File: config.mk
export PLATFORM = sky130hd
export DESIGN_NAME = cpu_control_fsm_flat
export DESIGN_NICKNAME = d
export VERILOG_FILES = /design/src/rtl/cpu_control_fsm_if.sv /design/src/rtl/cpu_control_fsm.sv /design/src/flat_wrapper.sv
export SDC_FILE = /design/constraint.sdc
export NUM_CORES = 1
export LEC_CHECK = 0
export CAP_MARGIN = 15
export CORE_AREA = 2 2 57 59
export CTS_CLUSTER_DIAMETER = 120
export DETAILED_ROUTE_END_ITERATION = 6
export DIE_AREA = 0 0 59 61
export GPL_TIMING_DRIVEN = 0
export PLACE_DENSITY = 0.75
export SLEW_MARGIN = 20
export SYNTH_ARGS = -nofsm -noshare
export SYNTH_HDL_FRONTEND = slang
export SYNTH_SLANG_ARGS = --single-unit
File: constraint.sdc
create_clock -name clk -period 4.6 [get_ports clk]
set_clock_uncertainty 0.2 [all_clocks]
set_input_delay 0.92 -clock clk [delete_from_list [all_inputs] [get_ports clk]]
set_output_delay 0.92 -clock clk [all_outputs]
set_load 0.01 [all_outputs]
File: src/rtl/cpu_control_fsm_if.sv
// cpu_control_fsm_if: instruction-decode inputs, mem handshake and datapath control strobes
interface cpu_control_fsm_if;
  logic [2:0] opcode;
  logic [1:0] op;
  logic       mem_ready;
  logic [3:0] vsel;
  logic [2:0] nsel;
  logic       write;
  logic       loada;
  logic       loadb;
  logic       asel;
  logic       bsel;
  logic       loadc;
  logic       loads;
  logic       load_ir;
  logic       load_pc;
  logic       reset_pc;
  logic       addr_sel;
  logic       load_addr;
  logic [1:0] mem_cmd;
  logic       halted;
  logic       fault;
  modport master (
    input  opcode, op, mem_ready,
    output vsel, nsel, write, loada, loadb, asel, bsel, loadc, loads,
           load_ir, load_pc, reset_pc, addr_sel, load_addr, mem_cmd, halted, fault
  );
  modport slave (
    output opcode, op, mem_ready,
    input  vsel, nsel, write, loada, loadb, asel, bsel, loadc, loads,
           load_ir, load_pc, reset_pc, addr_sel, load_addr, mem_cmd, halted, fault
  );
endinterface

File: src/rtl/cpu_control_fsm.sv
// cpu_control_fsm: Moore control sequencer for fetch/decode/execute with memory handshake and wait timeout
module cpu_control_fsm #(
  parameter int MAX_WAIT = 15,
  parameter int CNT_W    = 4
) (
  input logic clk,
  input logic reset,
  cpu_control_fsm_if.master ctrl
);
  typedef enum logic [4:0] {
    S_RST, S_IF1, S_IF2, S_UPC, S_DEC, S_MOVIMM, S_MOVR1, S_MOVR2,
    S_GETA, S_GETB, S_ALU, S_CMP, S_WRREG, S_LDA, S_ADR, S_LADR,
    S_MRD, S_WRMD, S_STB, S_STC, S_MWR, S_HALT
  } state_t;
  state_t state_q, state_d;
  logic [CNT_W-1:0] cnt_q, cnt_d;
  logic fault_q, fault_d;
  logic wait_st, timeout;
  always_comb begin
    wait_st = state_q inside {S_IF1, S_MRD, S_MWR};
    timeout = (MAX_WAIT != 0) && wait_st && !ctrl.mem_ready && (cnt_q == CNT_W'(MAX_WAIT));
  end
  always_comb begin
    state_d = state_q;
    case (state_q)
      S_RST:    state_d = S_IF1;
      S_IF1:    state_d = ctrl.mem_ready ? S_IF2 : timeout ? S_HALT : S_IF1;
      S_IF2:    state_d = S_UPC;
      S_UPC:    state_d = S_DEC;
      S_DEC:
        casez ({ctrl.opcode, ctrl.op})
          5'b110_10:          state_d = S_MOVIMM;
          5'b110_00:          state_d = S_MOVR1;
          5'b101_??:          state_d = S_GETA;
          5'b011_00, 5'b100_00: state_d = S_LDA;
          5'b111_??:          state_d = S_HALT;
          default:            state_d = S_IF1;
        endcase
      S_MOVIMM: state_d = S_IF1;
      S_MOVR1:  state_d = S_MOVR2;
      S_MOVR2:  state_d = S_WRREG;
      S_GETA:   state_d = S_GETB;
      S_GETB:   state_d = (ctrl.op == 2'b01) ? S_CMP : S_ALU;
      S_ALU:    state_d = S_WRREG;
      S_CMP:    state_d = S_IF1;
      S_WRREG:  state_d = S_IF1;
      S_LDA:    state_d = S_ADR;
      S_ADR:    state_d = S_LADR;
      S_LADR:   state_d = (ctrl.opcode == 3'b011) ? S_MRD : S_STB;
      S_MRD:    state_d = ctrl.mem_ready ? S_WRMD : timeout ? S_HALT : S_MRD;
      S_WRMD:   state_d = S_IF1;
      S_STB:    state_d = S_STC;
      S_STC:    state_d = S_MWR;
      S_MWR:    state_d = ctrl.mem_ready ? S_IF1 : timeout ? S_HALT : S_MWR;
      S_HALT:   state_d = S_HALT;
      default:  state_d = S_RST;
    endcase
  end
  // any state change restarts the wait count, so each entry to a wait state begins at zero
  always_comb begin
    cnt_d   = (state_d != state_q) ? '0 : (wait_st && !ctrl.mem_ready) ? cnt_q + 1'b1 : cnt_q;
    fault_d = fault_q | timeout;
  end
  always_ff @(posedge clk or negedge reset) begin
    if (!reset) begin
      state_q <= S_RST;
      cnt_q   <= '0;
      fault_q <= 1'b0;
    end else begin
      state_q <= state_d;
      cnt_q   <= cnt_d;
      fault_q <= fault_d;
    end
  end
  always_comb begin
    ctrl.vsel      = 4'b0000;
    ctrl.nsel      = 3'b000;
    ctrl.write     = 1'b0;
    ctrl.loada     = 1'b0;
    ctrl.loadb     = 1'b0;
    ctrl.asel      = 1'b0;
    ctrl.bsel      = 1'b0;
    ctrl.loadc     = 1'b0;
    ctrl.loads     = 1'b0;
    ctrl.load_ir   = 1'b0;
    ctrl.load_pc   = 1'b0;
    ctrl.reset_pc  = 1'b0;
    ctrl.addr_sel  = 1'b0;
    ctrl.load_addr = 1'b0;
    ctrl.mem_cmd   = 2'b00;
    ctrl.halted    = 1'b0;
    ctrl.fault     = fault_q;
    case (state_q)
      S_RST: begin
        ctrl.reset_pc = 1'b1;
        ctrl.load_pc  = 1'b1;
      end
      S_IF1: begin
        ctrl.addr_sel = 1'b1;
        ctrl.mem_cmd  = 2'b01;
      end
      S_IF2: begin
        ctrl.addr_sel = 1'b1;
        ctrl.mem_cmd  = 2'b01;
        ctrl.load_ir  = 1'b1;
      end
      S_UPC: ctrl.load_pc = 1'b1;
      S_MOVIMM: begin
        ctrl.nsel  = 3'b010;
        ctrl.vsel  = 4'b0100;
        ctrl.write = 1'b1;
      end
      S_MOVR1, S_GETB: begin
        ctrl.nsel  = 3'b001;
        ctrl.loadb = 1'b1;
      end
      S_MOVR2, S_STC: begin
        ctrl.asel  = 1'b1;
        ctrl.loadc = 1'b1;
      end
      S_GETA, S_LDA: begin
        ctrl.nsel  = 3'b100;
        ctrl.loada = 1'b1;
      end
      S_ALU: ctrl.loadc = 1'b1;
      S_CMP: ctrl.loads = 1'b1;
      S_WRREG: begin
        ctrl.nsel  = 3'b010;
        ctrl.vsel  = 4'b0001;
        ctrl.write = 1'b1;
      end
      S_ADR: begin
        ctrl.bsel  = 1'b1;
        ctrl.loadc = 1'b1;
      end
      S_LADR: ctrl.load_addr = 1'b1;
      S_MRD: ctrl.mem_cmd = 2'b01;
      S_WRMD: begin
        ctrl.mem_cmd = 2'b01;
        ctrl.nsel    = 3'b010;
        ctrl.vsel    = 4'b1000;
        ctrl.write   = 1'b1;
      end
      S_STB: begin
        ctrl.nsel  = 3'b010;
        ctrl.loadb = 1'b1;
      end
      S_MWR: ctrl.mem_cmd = 2'b11;
      S_HALT: ctrl.halted = 1'b1;
      default: ;
    endcase
  end
endmodule

File: src/flat_wrapper.sv
// flat-port wrapper written by rule: the top's interface ports become plain ports
module cpu_control_fsm_flat 
#(
  parameter int MAX_WAIT = 15,
  parameter int CNT_W    = 4
)
  (clk, reset, ctrl_opcode, ctrl_op, ctrl_mem_ready, ctrl_vsel, ctrl_nsel, ctrl_write, ctrl_loada, ctrl_loadb, ctrl_asel, ctrl_bsel, ctrl_loadc, ctrl_loads, ctrl_load_ir, ctrl_load_pc, ctrl_reset_pc, ctrl_addr_sel, ctrl_load_addr, ctrl_mem_cmd, ctrl_halted, ctrl_fault);
  cpu_control_fsm_if ctrl_i ();
  input logic clk;
  input logic reset;
  input wire logic [$bits(ctrl_i.opcode)-1:0] ctrl_opcode;
  input wire logic [$bits(ctrl_i.op)-1:0] ctrl_op;
  input wire logic [$bits(ctrl_i.mem_ready)-1:0] ctrl_mem_ready;
  output wire logic [$bits(ctrl_i.vsel)-1:0] ctrl_vsel;
  output wire logic [$bits(ctrl_i.nsel)-1:0] ctrl_nsel;
  output wire logic [$bits(ctrl_i.write)-1:0] ctrl_write;
  output wire logic [$bits(ctrl_i.loada)-1:0] ctrl_loada;
  output wire logic [$bits(ctrl_i.loadb)-1:0] ctrl_loadb;
  output wire logic [$bits(ctrl_i.asel)-1:0] ctrl_asel;
  output wire logic [$bits(ctrl_i.bsel)-1:0] ctrl_bsel;
  output wire logic [$bits(ctrl_i.loadc)-1:0] ctrl_loadc;
  output wire logic [$bits(ctrl_i.loads)-1:0] ctrl_loads;
  output wire logic [$bits(ctrl_i.load_ir)-1:0] ctrl_load_ir;
  output wire logic [$bits(ctrl_i.load_pc)-1:0] ctrl_load_pc;
  output wire logic [$bits(ctrl_i.reset_pc)-1:0] ctrl_reset_pc;
  output wire logic [$bits(ctrl_i.addr_sel)-1:0] ctrl_addr_sel;
  output wire logic [$bits(ctrl_i.load_addr)-1:0] ctrl_load_addr;
  output wire logic [$bits(ctrl_i.mem_cmd)-1:0] ctrl_mem_cmd;
  output wire logic [$bits(ctrl_i.halted)-1:0] ctrl_halted;
  output wire logic [$bits(ctrl_i.fault)-1:0] ctrl_fault;
  assign ctrl_i.opcode = ctrl_opcode;
  assign ctrl_i.op = ctrl_op;
  assign ctrl_i.mem_ready = ctrl_mem_ready;
  assign ctrl_vsel = ctrl_i.vsel;
  assign ctrl_nsel = ctrl_i.nsel;
  assign ctrl_write = ctrl_i.write;
  assign ctrl_loada = ctrl_i.loada;
  assign ctrl_loadb = ctrl_i.loadb;
  assign ctrl_asel = ctrl_i.asel;
  assign ctrl_bsel = ctrl_i.bsel;
  assign ctrl_loadc = ctrl_i.loadc;
  assign ctrl_loads = ctrl_i.loads;
  assign ctrl_load_ir = ctrl_i.load_ir;
  assign ctrl_load_pc = ctrl_i.load_pc;
  assign ctrl_reset_pc = ctrl_i.reset_pc;
  assign ctrl_addr_sel = ctrl_i.addr_sel;
  assign ctrl_load_addr = ctrl_i.load_addr;
  assign ctrl_mem_cmd = ctrl_i.mem_cmd;
  assign ctrl_halted = ctrl_i.halted;
  assign ctrl_fault = ctrl_i.fault;
  cpu_control_fsm #(.MAX_WAIT(MAX_WAIT), .CNT_W(CNT_W)) u_core (.clk(clk), .reset(reset), .ctrl(ctrl_i));
endmodule
==> results of run 1 <==
## worst paths after layout
| check | slack, ns | depth (start not counted) | to |
|---|---|---|---|
| hold / removal | 0.28 | 1 | u_core.ctrl.fault$_DFF_PN0_ |
| max in group asynchronous | 3.12 | 1 | u_core.state_q[0]$_DFF_PN0_ |
| setup reg to reg | 2.13 | 7 | u_core.cnt_q[2]$_DFFE_PN0P_ |
| hold reg to reg | 0.28 | 1 | u_core.ctrl.fault$_DFF_PN0_ |
| min in group asynchronous | 0.77 | 1 | u_core.cnt_q[3]$_DFFE_PN0P_ |
| setup / recovery | 0.89 | 6 | ctrl_nsel[0] |
## cells by family (layout without fill, tap and decap cells)
kind of cell	Yosys count	in the layout	share of synthesized area (%)
buffers and inverters	14	46	5.092
xor gates and xnor gates	5	5	4.443
AOI/OAI and AO/OA	37	37	23.83
DFF	10	10	21.67
other	1	1	0.3247
muxes	1	1	0.8668
adders and majority gates	1	1	1.083
and+or+nand+nor	89	89	42.69
## worst register-to-register path, stage by stage, from the launching register on
cell and delay (ns):
dfrtp_1 0.41, buf_1 0.29, nand2b_1 0.30, nor3b_1 0.09, or4_4 0.51, xnor2_2 0.15
o2111ai_2 0.19, nor3_1 0.24
## cell usage in the layout (no fill, tap or decap), types with 3 or more instances in the layout
cell type        netlist  routed
clkdlybuf4s50_1        0      29
clkbuf_1               7       7
nor2_1                17      17
nor3b_1                3       3
nor3_1                11      11
o21ai_0                5       5
a21oi_1                9       9
nor2b_1                9       9
nand2_1               13      13
a22oi_1                3       3
nor4_1                 3       3
inv_1                  3       3
a211oi_1               3       3
clkbuf_4               0       3
nand2b_1              11      11
or3_1                  3       3
o22ai_1                4       4
nand3_1                3       3
nand4_1                4       4
dfrtp_1               10      10
## layout make-up
class	instances	area [um^2]
Buffer	11	47.55
Fill cell	308	1444
Timing Repair Buffer	29	290.3
Multi-Input combinational cell	134	845.8
Clock buffer	3	22.52
Sequential cell	10	250.2
Tap cell	33	41.29
Inverter	3	11.26
## per-layer routing
| layer | track usage [%] | part of all wire (%) | vias to the layer above |
|---|---|---|---|
| met5 | 0 | 0 | - |
| met4 | 2.597 | 0.69 | 0 |
| met3 | 4.478 | 6.4 | 2 |
| met2 | 32.54 | 49 | 44 |
| met1 | 28.96 | 44 | 630 |
| li1 | - | - | 647 |
## flip-flops by register name (all words and copies together), names as in the netlist
signal             count
u_core.state_q         5
u_core.ctrl.fault      1
u_core.cnt_q           4
## power by group through the flow
stage                     clock network, mW  logic, mW  registers, mW
after global placement                    0      0.662          0.136
after detailed placement                  0      0.673          0.138
after floorplan                           0      0.455          0.128
final                                0.0544      0.678          0.137
after global routing                 0.0613      0.745          0.141
after CTS                            0.0573      0.675          0.136
## per-stage QoR
stage	cell area, um^2	util, %	std cells	total power, mW	setup slack, ns
detailed placement	1486	50.34	220	0.8108	1.189
global route	1509	51.10	223	0.9467	0.6680
finish	1509	51.10	223	0.8695	0.8918
CTS	1509	51.10	223	0.8684	0.9025
global placement	1486	50.34	220	0.7981	1.204
floorplan	1155	-	158	0.5838	1.974
==> flow_metrics.py, run 1 <==
metrics = {
    "clock_network": {
        "cts-hold-fix-buffers": 0,
        "clock_tree.htree_level_count": 1,
        "cts_resized": 0,
        "cts-buffers-inserted": 3,
        "clkSlewWorstSetupHoldPaths_ns": 0.06,
        "cts_root_buffer": "clkbuf_4",
        "tritoncts": "done",
        "cts_sinks": 10,
        "post-cts-setup-buffers": 0,
        "clkLatencyLatePin_ns": 0.25,
        "clock_path_buffers": 2,
    },
    "worst_setup_path": {
        "setup.worst_path.end_class": "primary output",
        "cp_top_family": "buffers and inverters",
        "required_time_reported_for_the_critical_path_endpoint_ns": 3.48,
        "cp_cell_sequence": "buf_1 > clkbuf_1 > nor2b_1 > a22oi_1 > nor2_1 > clkdlybuf4s50_1",
        "worst-path-buf-inv": 3,
        "critical-path-slowest-cell": "clkdlybuf4s50_1",
        "startpoint_kind_of_the_worst_setup_timing_path": "register",
        "cp_data_arrival_time_ns": 2.59,
        "critical_path.reg2reg.startpoint": "u_core.state_q[1]$_DFF_PN0_",
        "worst_path_largest_cell_delay_ns": 0.54,
        "path_class": "reg -> out",
        "crit_path_max_fanout": 10,
        "worst_setup_path_startpoint": "u_core.state_q[1]$_DFF_PN0_",
    },
    "logic_synthesis": {
        "syn_nets": 167,
        "yosysTopAreaCell": "dfrtp_1",
        "ys_top_cells_by_count": "nor2_1, nand2_1, nand2b_1, nor3_1, dfrtp_1",
        "syn-cell-area_um2": 1155,
        "synthCells": 158,
        "ys_top_cells_by_area": "dfrtp_1, nand2b_1, nor2_1",
        "synth_seq_area_share_pct": 21.67,
        "netlist-cell-type-count": 46,
        "synth_edf_count": 0,
        "synth.avg_cell_area_um2": 7.309,
        "fraction_of_registers_with_async_set_reset_pct": 100.0,
        "synthDominantCellAreaShare_pct": 21.67,
        "yosysWarningCount": 0,
        "ys_ff_latch": 10,
        "synth-main-ff-cell": "dfrtp_1",
        "most_frequently_used_cell_type_in_the_post_synthesis_netlist": "nor2_1",
    },
    "floorplan": {
        "chipHeight_um": 61,
        "ioPinCount": 31,
        "initial_utilization_pct": 39.11,
        "dieArea_um2": 3599,
        "rows": 20,
        "fp.coreArea_um2": 2953,
        "chipWidth_um": 59,
    },
    "min_path": {
        "hold_startpoint": "u_core.ctrl.fault$_DFF_PN0_",
        "hp-class": "reg -> reg",
    },
    "detailed_routing": {
        "drt_first_pass_iters": 4,
        "detailroute.via_count": 1323,
        "post_dr_wirelength_cell_um": 14.92,
        "viasPerCell": 5.933,
        "route.final.wire_length_um": 3328,
        "drt_drc_violations_left": 0,
        "drt.antenna.violating_nets": 0,
        "drt-initial-drc-count": 100,
    },
    "timing": {
        "hold_viol": 0,
        "totalNegativeSetupSlack_ns": 0,
        "clock.fmax_ghz": 0.2697,
        "slew-limit-headroom_pct": 61.96,
        "rsz0062_at_grt": "no",
        "timing.final.setup_violations": 0,
        "finalHoldWorstSlack_ns": 0.2755,
        "fin_max_slew_vios": 0,
        "min_period_over_period_pct": 80.61,
        "worst-slew-pin-transition_ns": 0.5706,
        "post-route-min-period_ns": 3.708,
    },
    "placed_design": {
        "gp_congestion": 0.9200,
        "dpl.hpwl_um": 2725,
        "placement.io_buffers": 29,
    },
    "layout": {
        "final_layout_size_suffix_gt1_share_pct": 6.842,
        "fin_nets": 201,
        "insertedDiodeCount": 0,
        "syn_to_final_growth_pct": 30.66,
    },
    "grt": {
        "pin_count_of_the_biggest_net_entering_global_routing": 11,
        "grt_first_pass_wirelength_um": 5671,
        "vias_in_the_first_global_route": 1231,
        "grt_usage_pct": 20.34,
        "grt_antenna_before_repair": 0,
        "global_route.overflow_total": 0,
    },
    "power_and_ir_drop": {
        "max-vdd-ir-drop_mv": 0.3190,
        "share_seq_of_total_power_pct": 15.7,
        "switching_power_mw": 0.4277,
        "power_density_nw_per_um2": 576.3,
        "net_switching_fraction_of_the_power_pct": 49.19,
        "power.internal_mw": 0.4418,
        "clockPowerShare_pct": 6.3,
        "leakage_nw": 0.5705,
        "share_comb_of_total_power_pct": 78.0,
    },
    "flow_run": {
        "cap_viol_max_count": 0,
    },
    "run_status": {
        "outcome": "complete, no violations",
    },
}
Power figures use the tool's default switching activity.
==> run 2: changes to the inputs <==
PLACE_DENSITY = 0.77   (was 0.75)
clock period = 3.2 ns   (was 4.6 ns; I/O delays follow)
==> run 2 against run 1 <==
  * Largest power group unchanged
  * First-iteration DRC count shrank 33%
  * Sequential power up 61%
  * Total power rose by 44%
  * Critical path depth did not move
  * Die area did not move
  * Setup slack got worse by 0.79 ns
  * Global-route usage down 0.99 points
  * Highest routed layer unchanged
  * Non-clock buffer count down 4
  * Sequential share of layout area rose by 0.14 points
  * Routed wire length shrank 1.4%
  * Clock-buffer cell count is the same
==> flow_metrics.py, run 2 (synthesized netlist as in run 1, its figures left out) <==
metrics = {
    "layout": {
        "flip_flop_count_of_the_largest_register_after_layout": 5,
        "fin_nets": 197,
        "final_layout_size_suffix_gt1_share_pct": 9.677,
        "layoutNonFillerInstCount": 219,
        "insertedDiodeCount": 0,
        "postLayoutCoreUtil_pct": 50.93,
        "syn_to_final_growth_pct": 30.23,
        "layout.cells.most_common_list": "clkdlybuf4s50_1, nor2_1, nand2_1",
        "final_common_cell": "clkdlybuf4s50_1",
        "top_reg_by_flops": "u_core.state_q",
        "fill_cells": 297,
    },
    "timing": {
        "min_period_over_period_pct": 96.95,
        "fin_max_slew_vios": 0,
        "hold_viol": 0,
        "rsz0062_at_grt": "no",
        "totalNegativeSetupSlack_ns": 0,
        "finalHoldWorstSlack_ns": 0.2699,
        "clock.fmax_ghz": 0.3223,
        "timing.final.setup_violations": 0,
        "post-route-min-period_ns": 3.103,
    },
    "worst_setup_path": {
        "setup.worst_path.end_class": "primary output",
        "startpoint_kind_of_the_worst_setup_timing_path": "register",
        "critical-path-slowest-cell": "clkdlybuf4s50_1",
        "r2r_cells": 7,
        "worst_path_largest_cell_delay_ns": 0.58,
        "crit_path_max_fanout": 19,
        "cp_cell_sequence": "clkbuf_4 > nand2b_1 > a21oi_1 > a22oi_1 > o32ai_1 > clkdlybuf4s50_1",
        "cp_data_arrival_time_ns": 2.26,
        "path_class": "reg -> out",
        "required_time_reported_for_the_critical_path_endpoint_ns": 2.36,
    },
    "placed_design": {
        "dpl.hpwl_um": 2554,
        "gp_congestion": 0.9334,
        "placement.io_buffers": 29,
        "numPlacedInstances": 220,
    },
    "detailed_routing": {
        "wirelength_met1_um": 1571,
        "drt-initial-drc-count": 67,
        "routed_length_on_met2_um": 1596,
        "viasPerCell": 5.877,
        "route.top_layer_used": "met4",
        "drt_drc_violations_left": 0,
        "drt.antenna.violating_nets": 0,
        "detailroute.via_count": 1287,
        "post_dr_wirelength_cell_um": 14.99,
        "route.final.wire_length_um": 3282,
        "drt_first_pass_iters": 4,
        "wl_met3_um": 107,
    },
    "power_and_ir_drop": {
        "max-vdd-ir-drop_mv": 0.4718,
        "power_density_nw_per_um2": 832.4,
        "leakage_nw": 0.5738,
    },
    "floorplan": {
        "ioPinCount": 31,
        "initial_utilization_pct": 39.11,
        "rows": 20,
        "chipHeight_um": 61,
        "chipWidth_um": 59,
        "fp.coreArea_um2": 2953,
        "dieArea_um2": 3599,
    },
    "grt": {
        "global_route.overflow_total": 0,
        "grt_first_pass_wirelength_um": 5361,
        "vias_in_the_first_global_route": 1194,
        "pin_count_of_the_biggest_net_entering_global_routing": 20,
        "grt_antenna_before_repair": 0,
        "grt_usage_pct": 19.35,
    },
    "clock_network": {
        "clock_tree.htree_level_count": 1,
        "cts_root_buffer": "clkbuf_4",
        "clkSlewWorstSetupHoldPaths_ns": 0.06,
        "cts-buffers-inserted": 3,
        "cts_sinks": 10,
        "post-cts-setup-buffers": 0,
        "tritoncts": "done",
        "clock_path_buffers": 2,
        "clkLatencyLatePin_ns": 0.26,
    },
    "min_path": {
        "min_path_cells": 1,
        "hp-class": "reg -> reg",
    },
    "flow_run": {
        "cap_viol_max_count": 0,
    },
    "run_status": {
        "outcome": "complete, no violations",
    },
}
-- run 2: cell count changes in the layout (fill, tap and decap cells not counted), sizes merged --
cell and delta:
clkbuf -3, buf -1
-- run 2: final cells by class --
type	count	area, um^2	area share (%)
Timing Repair Buffer	29	290.3	19.30
Sequential cell	10	251.5	16.72
Multi-Input combinational cell	134	848.3	56.41
Inverter	3	11.26	0.7488
Clock buffer	3	22.52	1.498
Tap cell	33	41.29	2.745
Buffer	7	38.79	2.579
-- run 2: repair_timing --
item | CTS | global route
hold buffers | 0 | 0
gates resized for setup | 2 | 5
endpoints found under the hold margin | 0 | 0
setup endpoints to repair | 9 | 7
-- run 2: metrics by stage --
step,instance area [um^2],power [mW],setup slack (ns)
5_1_grt,1504,1.360,0.02348
3_5_place_dp,1486,1.162,0.08692
3_3_place_gp,1486,1.154,0.07590
4_1_cts,1500,1.247,0.01501
2_1_floorplan,1155,0.8393,0.8536
6_report,1504,1.252,0.09745
-- run 2: metal layers --
metal	track usage, %	vias up
met2	32.06	27
met3	3.838	2
met4	3.896	0
li1	-	643
met5	0	-
met1	26.33	615
-- run 2: critical path: cells and delay by family, from the launching register on --
family	cells	cell delay [ns]
AND/OR/NAND/NOR	1	0.22
flip-flops	1	0.42
buffers and inverters	2	0.83
AO/OA/AOI/OAI	3	0.53
-- run 2: report_power, final --
group / switching, mW / leakage, nW / internal [mW] / total, mW
logic: 0.515 / 0.428 / 0.435 / 0.950
registers: 0.0613 / 0.132 / 0.158 / 0.220
clock network: 0.0392 / 0.0138 / 0.0433 / 0.0825
-- run 2: path summary, 6_finish.rpt --
path | from | end | slack, ns
max | u_core.state_q[4]$_DFF_PN0_ | ctrl_nsel[1] | 0.1
min reg2reg | u_core.ctrl.fault$_DFF_PN0_ | u_core.ctrl.fault$_DFF_PN0_ | 0.27
max reg2reg | u_core.state_q[1]$_DFF_PN0_ | u_core.cnt_q[0]$_DFFE_PN0P_ | 0.76
min | u_core.ctrl.fault$_DFF_PN0_ | u_core.ctrl.fault$_DFF_PN0_ | 0.27
min in group asynchronous | reset | u_core.cnt_q[2]$_DFFE_PN0P_ | 0.49
max in group asynchronous | reset | u_core.state_q[3]$_DFF_PN0_ | 1.97
==> run 3: changes to the inputs <==
CORE_AREA = 2 2 66 68   (was 2 2 57 59)
CTS_BUF_LIST = sky130_fd_sc_hd__clkbuf_4   (was default)
DIE_AREA = 0 0 68 70   (was 0 0 59 61)
PLACE_DENSITY = 0.62   (was 0.77)
==> run 3 against run 2 <==
  * Maximum frequency up 1.6%
  * Critical endpoint unchanged
  * Sequential cell count unchanged
  * Utilization down 14 points
  * Routed wire length up 0.43%
  * Sequential power down 2%
  * Clock power up 8.7%
==> flow_metrics.py, run 3 (synthesized netlist as in run 1, its figures left out) <==
metrics = {
    "run_status": {
        "outcome": "complete, no violations",
    },
    "clock_network": {
        "tritoncts": "done",
        "clkLatencyLatePin_ns": 0.27,
        "clock_tree.htree_level_count": 1,
        "cts_root_buffer": "clkbuf_4",
        "cts-hold-fix-buffers": 0,
        "cts_sinks": 10,
        "clock_path_buffers": 2,
        "clkSlewWorstSetupHoldPaths_ns": 0.06,
        "cts-buffers-inserted": 3,
    },
    "timing": {
        "timing.final.setup_violations": 0,
        "clock.fmax_ghz": 0.3274,
        "post-route-min-period_ns": 3.054,
        "fin_max_slew_vios": 0,
        "finalHoldWorstSlack_ns": 0.2694,
        "hold_viol": 0,
        "min_period_over_period_pct": 95.44,
    },
    "power_and_ir_drop": {
        "max-vdd-ir-drop_mv": 0.3954,
        "power_density_nw_per_um2": 817.8,
        "net_switching_fraction_of_the_power_pct": 48.79,
        "share_comb_of_total_power_pct": 75.8,
        "clockPowerShare_pct": 7.1,
        "power.internal_mw": 0.6450,
        "switching_power_mw": 0.6145,
        "share_seq_of_total_power_pct": 17.0,
        "power.total_mw": 1.260,
        "leakage_nw": 0.5760,
    },
    "floorplan": {
        "initial_utilization_pct": 27.87,
        "dieArea_um2": 4760,
        "chipWidth_um": 68,
        "ioPinCount": 31,
        "chipHeight_um": 70,
        "fp.coreArea_um2": 4144,
        "rows": 24,
    },
    "layout": {
        "insertedDiodeCount": 0,
        "multiInputGateArea_um2": 852.1,
        "top_reg_by_flops": "u_core.state_q",
        "layout.cells.most_common_list": "clkdlybuf4s50_1, nor2_1, nand2_1",
        "postLayoutCoreUtil_pct": 37.17,
        "final_common_cell": "clkdlybuf4s50_1",
        "final_layout_size_suffix_gt1_share_pct": 10.16,
        "fill_cells": 456,
        "fin_nets": 197,
        "syn_to_final_growth_pct": 33.37,
        "layout.area.seq_um2": 251.5,
        "flip_flop_count_of_the_largest_register_after_layout": 5,
    },
    "grt": {
        "global_route.overflow_total": 0,
        "grt_antenna_before_repair": 0,
        "pin_count_of_the_biggest_net_entering_global_routing": 20,
        "vias_in_the_first_global_route": 1232,
        "grt_usage_pct": 14.94,
        "grt_first_pass_wirelength_um": 5595,
    },
    "detailed_routing": {
        "drt.antenna.violating_nets": 0,
        "drt_drc_violations_left": 0,
        "post_dr_wirelength_cell_um": 13.79,
        "route.final.wire_length_um": 3296,
        "drt-initial-drc-count": 69,
        "drt_first_pass_iters": 4,
        "viasPerCell": 5.423,
        "detailroute.via_count": 1296,
    },
    "placed_design": {
        "gp_congestion": 0.8171,
        "placement.io_buffers": 29,
        "dpl.hpwl_um": 2651,
    },
    "worst_setup_path": {
        "cp_data_arrival_time_ns": 2.21,
        "startpoint_kind_of_the_worst_setup_timing_path": "register",
        "setup.worst_path.end_class": "primary output",
        "crit_path_max_fanout": 19,
        "worst_reg_to_reg_setup_slack_ns": 0.79,
        "required_time_reported_for_the_critical_path_endpoint_ns": 2.36,
        "path_class": "reg -> out",
    },
    "min_path": {
        "hp-class": "reg -> reg",
    },
    "flow_run": {
        "cap_viol_max_count": 0,
    },
}
-- run 3: cell types whose count changed in the layout (fill, tap and decap cells not counted) --
cell      change
a21oi_2       +1
a21oi_1       -1
buf_2         -1
clkbuf_4      +2
clkinv_1      +1
clkbuf_2      -1
-- run 3: path summary, 6_finish.rpt --
| check | from | endpoint | cells after the start |
|---|---|---|---|
| worst max-delay path | u_core.state_q[4]$_DFF_PN0_ | ctrl_nsel[1] | 6 |
| worst max register to register | u_core.state_q[0]$_DFF_PN0_ | u_core.cnt_q[3]$_DFFE_PN0P_ | 6 |
| worst min register to register | u_core.ctrl.fault$_DFF_PN0_ | u_core.ctrl.fault$_DFF_PN0_ | 1 |
| min in group asynchronous | reset | u_core.cnt_q[1]$_DFFE_PN0P_ | 1 |
| max in group asynchronous | reset | u_core.state_q[0]$_DFF_PN0_ | 1 |
| worst min-delay path | u_core.ctrl.fault$_DFF_PN0_ | u_core.ctrl.fault$_DFF_PN0_ | 1 |
-- run 3: worst max-delay path: stages (launching register included) --
cell and delay [ns]:
dfrtp_1 0.42, clkbuf_4 0.24, nand2b_1 0.23, a21oi_2 0.19
a22oi_1 0.12, o32ai_1 0.15, clkdlybuf4s50_1 0.58
-- run 3: what timing repair did --
action | 4_1_cts | 5_1_grt
resized for setup | 3 | 7
hold endpoints to repair | 0 | 0
setup endpoints to repair | 12 | 8
setup buffers | 0 | 0
-- run 3: area by class of cell --
cell class / count / area share [%]
multi-input combinational: 134 / 55.32
buffer: 7 / 2.843
inverter: 3 / 0.7311
tap: 52 / 4.224
sequential: 10 / 16.33
clock inverter: 1 / 0.2437
clock buffer: 3 / 1.462
timing repair buffer: 29 / 18.85
-- run 3: power by group through the flow --
| stage | clock (mW) | sequential (mW) | combinational [mW] |
|---|---|---|---|
| 5_1_grt | 0.100 | 0.225 | 1.06 |
| 2_1_floorplan | 0 | 0.185 | 0.655 |
| 6_report | 0.0897 | 0.215 | 0.955 |
| 3_3_place_gp | 0 | 0.200 | 0.969 |
| 3_5_place_dp | 0 | 0.200 | 0.967 |
| 4_1_cts | 0.0951 | 0.211 | 0.952 |
-- run 3: layer usage --
metal / up-vias / global-route usage [%] / routed length (um)
met5: - / 0 / 0
met4: 0 / 3.111 / 27
met3: 5 / 3.221 / 135
met2: 35 / 23.19 / 1594
met1: 613 / 21.08 / 1539
li1: 643 / - / -
-- run 3: through the flow --
stage / worst slack, ns / cell area [um^2] / setup TNS [ns] / cells
floorplan: 0.8536 / 1155 / 0 / 158
global placement: 0.01894 / 1510 / 0 / 239
detailed placement: 0.01933 / 1510 / 0 / 239
CTS: 0.005409 / 1529 / 0 / 240
global route: -0.006529 / 1540 / -0.006529 / 239
finish: 0.1460 / 1540 / 0 / 239
